### config.mk
export PLATFORM = sky130hd
export DESIGN_NAME = fixed_point_requantizer
export DESIGN_NICKNAME = d
export VERILOG_FILES = /design/src/rtl/fixed_point_requantizer.sv
export SDC_FILE = /design/constraint.sdc
export NUM_CORES = 1
export LEC_CHECK = 0
export BUFFER_PORTS_ARGS = -buffer_cell sky130_fd_sc_hd__buf_2
export CAP_MARGIN = 20
export CORE_MARGIN = 4
export CORE_UTILIZATION = 55
export CTS_BUF_LIST = sky130_fd_sc_hd__clkbuf_2
export DETAILED_ROUTE_END_ITERATION = 12
export PLACE_DENSITY = 0.91
export SYNTH_ARGS = -nofsm -noshare
export SYNTH_HDL_FRONTEND = slang
export SYNTH_SLANG_ARGS = --single-unit
### constraint.sdc
create_clock -name clk_i -period 2.7 [get_ports clk_i]
set_input_delay 0.135 -clock clk_i [delete_from_list [all_inputs] [get_ports clk_i]]
set_output_delay 0.135 -clock clk_i [all_outputs]
set_load 0.05 [all_outputs]
### src/rtl/fixed_point_requantizer.sv
// Multi-lane fixed-point requantizer: 2-stage valid/ready pipe that
// re-scales signed Q-format lanes between exponents with saturation.
//
// Ports:
//   clk_i, rst_i          clock, synchronous active-high reset
//   in_valid_i/in_ready_o input beat handshake
//   in_data_i             Lanes x InWidth, lane k at [k*InWidth +: InWidth]
//   out_valid_o/out_ready_i output beat handshake
//   out_data_o            Lanes x OutWidth, lane k at [k*OutWidth +: OutWidth]
//   out_sat_o             per-lane clamp flags for the output beat
//   clear_count_i         zero the saturation counter (wins over increment)
//   sat_count_o           saturating count of clamped lanes
//
// Build option: define REQUANT_ROUND_NEAREST_EN to round half-up on the
// right-shift path; otherwise the right shift floors.
module fixed_point_requantizer #(
  parameter int Lanes         = 4,
  parameter int InWidth       = 8,
  parameter int InExp         = -3,
  parameter int OutWidth      = 9,
  parameter int OutExp        = 0,
  parameter int SatCountWidth = 16
) (
  input  logic                        clk_i,
  input  logic                        rst_i,
  input  logic                        in_valid_i,
  output logic                        in_ready_o,
  input  logic [Lanes*InWidth-1:0]    in_data_i,
  output logic                        out_valid_o,
  input  logic                        out_ready_i,
  output logic [Lanes*OutWidth-1:0]   out_data_o,
  output logic [Lanes-1:0]            out_sat_o,
  input  logic                        clear_count_i,
  output logic [SatCountWidth-1:0]    sat_count_o
);

  localparam int Shift    = OutExp - InExp;
  localparam int AbsShift = (Shift < 0) ? -Shift : Shift;
  localparam int Wi       = InWidth + OutWidth + AbsShift;
  localparam int PcW      = $clog2(Lanes + 1);

  localparam logic signed [Wi-1:0] MaxW =
    {{(Wi-OutWidth+1){1'b0}}, {(OutWidth-1){1'b1}}};
  localparam logic signed [Wi-1:0] MinW =
    {{(Wi-OutWidth+1){1'b1}}, {(OutWidth-1){1'b0}}};
  localparam logic [OutWidth-1:0] MaxO =
    {1'b0, {(OutWidth-1){1'b1}}};
  localparam logic [OutWidth-1:0] MinO =
    {1'b1, {(OutWidth-1){1'b0}}};

  logic s1_valid;
  logic s2_valid;
  logic s1_adv;
  logic s2_adv;
  logic s2_load;

  logic [Lanes-1:0][Wi-1:0]       al_d;
  logic [Lanes-1:0][Wi-1:0]       s1_al;
  logic [Lanes-1:0][OutWidth-1:0] sat_data;
  logic [Lanes-1:0]               sat_flag;

  logic [PcW-1:0]             pc;
  logic [SatCountWidth:0]     cnt_sum;
  logic [SatCountWidth-1:0]   cnt_next;

  // A stage may take new data when it is empty or drains this cycle.
  assign s2_adv     = !s2_valid || out_ready_i;
  assign s1_adv     = !s1_valid || s2_adv;
  assign s2_load    = s2_adv && s1_valid;
  assign in_ready_o = s1_adv;
  assign out_valid_o = s2_valid;

  // Stage 1: sign-extend each lane to Wi and align the binary point.
  for (genvar k = 0; k < Lanes; k++) begin : g_align
    logic [InWidth-1:0]     raw;
    logic signed [Wi-1:0]   ext;

    assign raw = in_data_i[k*InWidth +: InWidth];
    assign ext = {{(Wi-InWidth){raw[InWidth-1]}}, raw};

    if (Shift < 0) begin : g_left
      assign al_d[k] = ext <<< AbsShift;
    end else if (Shift > 0) begin : g_right
`ifdef REQUANT_ROUND_NEAREST_EN
      localparam logic [Wi-1:0] One =
        {{(Wi-1){1'b0}}, 1'b1};
      localparam logic signed [Wi-1:0] Half =
        One << (AbsShift - 1);
      // Wi has headroom above InWidth, so the bias cannot overflow.
      assign al_d[k] = (ext + Half) >>> AbsShift;
`else
      assign al_d[k] = ext >>> AbsShift;
`endif
    end else begin : g_eq
      assign al_d[k] = ext;
    end
  end

  // Stage 2 input: clamp the aligned value into OutWidth.
  for (genvar k = 0; k < Lanes; k++) begin : g_sat
    logic signed [Wi-1:0] v;
    logic                 hi;
    logic                 lo;

    assign v  = s1_al[k];
    assign hi = v > MaxW;
    assign lo = v < MinW;

    assign sat_flag[k] = hi || lo;
    assign sat_data[k] = hi ? MaxO :
                         lo ? MinO :
                         v[OutWidth-1:0];
  end

  always_comb begin
    pc = '0;
    for (int i = 0; i < Lanes; i++) begin
      pc = pc + PcW'(sat_flag[i]);
    end
  end

  // One extra bit catches the carry so the counter pins at all-ones.
  assign cnt_sum  = {1'b0, sat_count_o}
                  + (SatCountWidth+1)'(pc);
  assign cnt_next = cnt_sum[SatCountWidth] ?
                    '1 : cnt_sum[SatCountWidth-1:0];

  always_ff @(posedge clk_i) begin
    if (rst_i) begin
      s1_valid    <= 1'b0;
      s2_valid    <= 1'b0;
      s1_al       <= '0;
      out_data_o  <= '0;
      out_sat_o   <= '0;
      sat_count_o <= '0;
    end else begin
      if (s1_adv) begin
        s1_valid <= in_valid_i;
        if (in_valid_i) begin
          s1_al <= al_d;
        end
      end

      if (s2_adv) begin
        s2_valid <= s1_valid;
        if (s1_valid) begin
          out_data_o <= sat_data;
          out_sat_o  <= sat_flag;
        end
      end

      if (clear_count_i) begin
        sat_count_o <= '0;
      end else if (s2_load) begin
        sat_count_o <= cnt_next;
      end
    end
  end

endmodule
# Yosys cells after proc, flatten, opt, wreduce, memory -nomap -nowiden
# Cells that the tools add are included.
[totals] ramBits=0 elab_cells=42 rom_bits=0 output_inout_bits=58 reg_bits=78 latch_bits=0 memories=0 in_bits=37
[op_classes] add_sub_neg=4 reduce_logical=12 mul=0 n_mux=9 shift=0 order_cmp=8 div=0 eq_ne=0 bitwise_logic=0
[ops] operator="$mux 9" n=8
[ops] operator="$gt 5x9->1 const B" n=4
[ops] operator="$lt 5x9->1 const B" n=4
[ops] operator="$add 16x3->17" n=1
[ops] operator="$mux 16" n=1
[ops] operator="$logic_or 1x1->1" n=6
[ops] operator="$reduce_and 2->1" n=2
[ops] operator="$add 2x1->3" n=1
[ops] operator="$add 3x1->3" n=1
[ops] operator="$add 1x1->2" n=1
[ops] operator="$logic_not 1->1" n=2
[ops] operator="$reduce_or 2->1" n=1
[ops] operator="$logic_and 1x1->1" n=1

# Logic depth before layout (Yosys ltp)
[depth] depth_word=7 depth_mapped=9 mapped_depth_nobuf=9

# Worst setup path before layout
# OpenSTA, ideal clock, no wires.
[synth_timing] kind="flip-flop to flip-flop" startpoint="register s2_valid (netlist: out_valid_o)" endpoint="register g_sat[0].v[4] (netlist name)" path_stages_with_launch=7 n_path_buf=1 required_time_ns=2.568 t_arrival_ns=1.845 synth_period_minus_slack_ns=1.977 slack_ns=0.723 setup_ns=0.132 path_cell_list="dfxtp_1 nor2b_1 nand2_1 and2_1 clkbuf_1 nand2_1 a21oi_1"
[synth_via] elab_chain_len=4
[synth_rtl] element="start, declared" line="52" source="logic s2_valid;"
[synth_rtl] element="start signal, assigned" line="145" source="s2_valid <= s1_valid;"
[synth_rtl] element="$logic_not 1->1" line="67" source="assign s2_adv = !s2_valid || out_ready_i;"
[synth_rtl] element="$logic_or 1x1->1" line="67"
[synth_rtl] element="$logic_or 1x1->1" line="68" source="assign s1_adv = !s1_valid || s2_adv;"
[synth_rtl] element="via in_ready_o" line="27" source="output logic in_ready_o,"
[synth_rtl] element="$reduce_and 2->1 (no source line)"
# The timed path passes the listed nets, and every way through them passes these cells.
# A chain may end at the register's enable or synchronous reset.

# Worst setup path after layout
[layout_timing] startpoint="register s2_valid (netlist: out_valid_o)" endpoint="register s1_al, in the netlist g_sat[2].v[3]"
[layout_via] elab_chain_len=4
[layout_rtl] element="$logic_not 1->1" line="67"
[layout_rtl] element="$logic_or 1x1->1" line="67"
[layout_rtl] element="$logic_or 1x1->1" line="68"
[layout_rtl] element="$reduce_and 2->1 (no source line)"
[layout_rtl] element="end signal, assigned" line="140" source="s1_al <= al_d;"
[layout_rtl] element="end, declared" line="58" source="logic [Lanes-1:0][Wi-1:0] s1_al;"
# No other way between the ends.

==> results.ini <==
[run_status]
status=complete, no violations

[synth]
netlist_instances=319
synth_cell_types=33
synth-async-reset-ratio_pct=0
ys_seq_elements=66
ys_seq_area_share_pct=50.7
yosys_warnings=0
synthFlopType=dfxtp_1
netlist_area_um2=2610
syn_avg_cell_area_um2=8.17
synth_edf_count=0

[drt]
via_count=2395
firstDrtPassIters=4
wire_per_inst_um=13.2
drc=0
routed_wl_mm=6.13
via_per_inst=5.14
antenna_left=0
drt_iter0_markers=202

[worst_setup_path]
startpoint_type=register
r2r-start=out_valid_o
cp-end-kind=register
cp-startpoint=out_valid_o
cp_max_fo=20
path_class=register to register
worst_ep_required_time_ps=3090
arrival_ps=2080

[run]
drv_cap=0

[grt]
grt_start_max_net_pins=49
grt_overflow=0
grt_first_pass_wirelength_mm=10.1
antenna_found_initial=0
grt_pass1_vias=2253
track_usage_pct=21.1

[cts]
cts-buffers-inserted=9
ctsHoldBuffers=22
cts_root_buffer=clkbuf_2
cts_resized=0
cts_sinks=66
cts.reportedPaths.clkPinSlew_ps=180
tritoncts=yes
clock_latency_ps=480
cts_max_level=3
postCtsSetupBuffers=0
clockBufferDepth=2

[sta]
skew_ps=24.1
timing.final.crit_share_pct=62.4
tightest_slew_ps=866
slew_violations=0
finalCriticalPeriod_ps=1690
fmax_mhz=593
relSlewSlack_pct=42.1
rsz0062_at_grt=false
setup_slack_ps=1010
finalSetupViolCount=0
finalHoldViolCount=0
setup_tns_ps=0
hold-worst-slack_ps=95.7

[floorplanning]
rows=24
dieArea_um2=5910
die_h_um=76.9
coreArea_um2=4470
die_w_um=76.9
start_util_pct=58.3
io_pins=95

[place]
preCtsSetupSlack_ps=1100
place_hpwl_mm=4.05
gp_congestion=0.824
port_buffers=82

[power]
ir_drop_uv=483
power.density_nw_per_um2=545
p_leak_nw=1.44
p_total_mw=1.78

[worst_hold_path]
min_path_type=primary input to register
hold_start=clear_count_i

[cells_and_area]
n_fill_cell=364
drive_above_1_share_pct=25.1
antenna_cells=0
nNetsFinal=450
final_cell_mix=nand2_1 (98), buf_2 (82), dfxtp_1 (66), a21oi_1 (56), dlygate4sd3_1 (22)
layout_commonest_cell=nand2_1
layout-area-overhead-vs-synth_pct=25.4

stage by stage:
step                instance area, µm²  utilization (%)  cells
floorplan                         2620                -    321
global placement                  2940             65.8    428
detailed placement                2940             65.8    428
CTS                               3270             73.1    466
global route                      3270             73.1    466
finish                            3270             73.1    466
critical path, cell delays in order (launching register included):
cell and delay (ps):
dfxtp_1 380, nor2b_1 230, nand2_1 130, nand2_1 550
nand2_1 130, a21oi_1 190
cell usage after synthesis (2+ instances only):
cell,instances,area share [%]
nand2_1,98,14
dfxtp_1,66,51
a21oi_1,56,11
clkbuf_1,15,2.2
nor2_1,13,1.9
buf_4,12,3.5
and2_1,6,1.4
inv_1,6,0.86
xnor2_1,6,2.0
nor3_1,5,0.96
nand3_1,4,0.77
fa_1,3,2.3
mux2i_1,3,1.2
a31oi_1,2,0.48
and4_1,2,0.67
conb_1,2,0.29
nand4_1,2,0.48
o21ai_0,2,0.38
xor2_1,2,0.67
final timing paths:
| kind | end | slack, ps | cells past startpoint |
|---|---|---|---|
| setup / recovery | g_sat[2].v[3] | 1010 | 5 |
| hold / removal | sat_count_o[13] | 100 | 3 |
| setup reg to reg | g_sat[2].v[3] | 1010 | 5 |
| hold reg to reg | out_data_o[2] | 460 | 2 |
flip-flops by register name (all words and copies together), names as in the netlist:
signal and count:
g_sat.v 20, out_data_o 24, out_sat_o 4, out_valid_o 1, s1_valid 1, sat_count_o 16
layout make-up:
cell class,instances,area (µm²),share of cell area [%]
Sequential cell,66,1320,40.4
Inverter,6,22.5,0.689
Clock inverter,3,40.0,1.22
Timing Repair Buffer,106,646,19.7
Clock buffer,13,65.1,1.99
Multi-Input combinational cell,220,1110,33.9
Tap cell,52,65.1,1.99
layer usage:
layer / routed length, µm / GRT usage [%]
met5: 0 / 0
met2: 3040 / 36.2
met4: 131 / 10.7
met3: 385 / 4.57
met1: 2570 / 24.7
where the power goes:
group | switching, mW | internal, mW
Combinational | 0.136 | 0.0721
Sequential | 0.0167 | 1.00
Clock | 0.326 | 0.228
Total | 0.479 | 1.30
kinds of logic after synthesis:
logic type	after synthesis	share of synthesized area, %
xor+xnor	8	2.69
compound gates	62	12.2
other cells	2	0.288
simple gates	139	23.1
fa+ha+maj	4	2.78
flops	66	50.7
buf+inv	35	7.05
mux	3	1.15
Note: power is estimated with default switching activity, not from simulation.
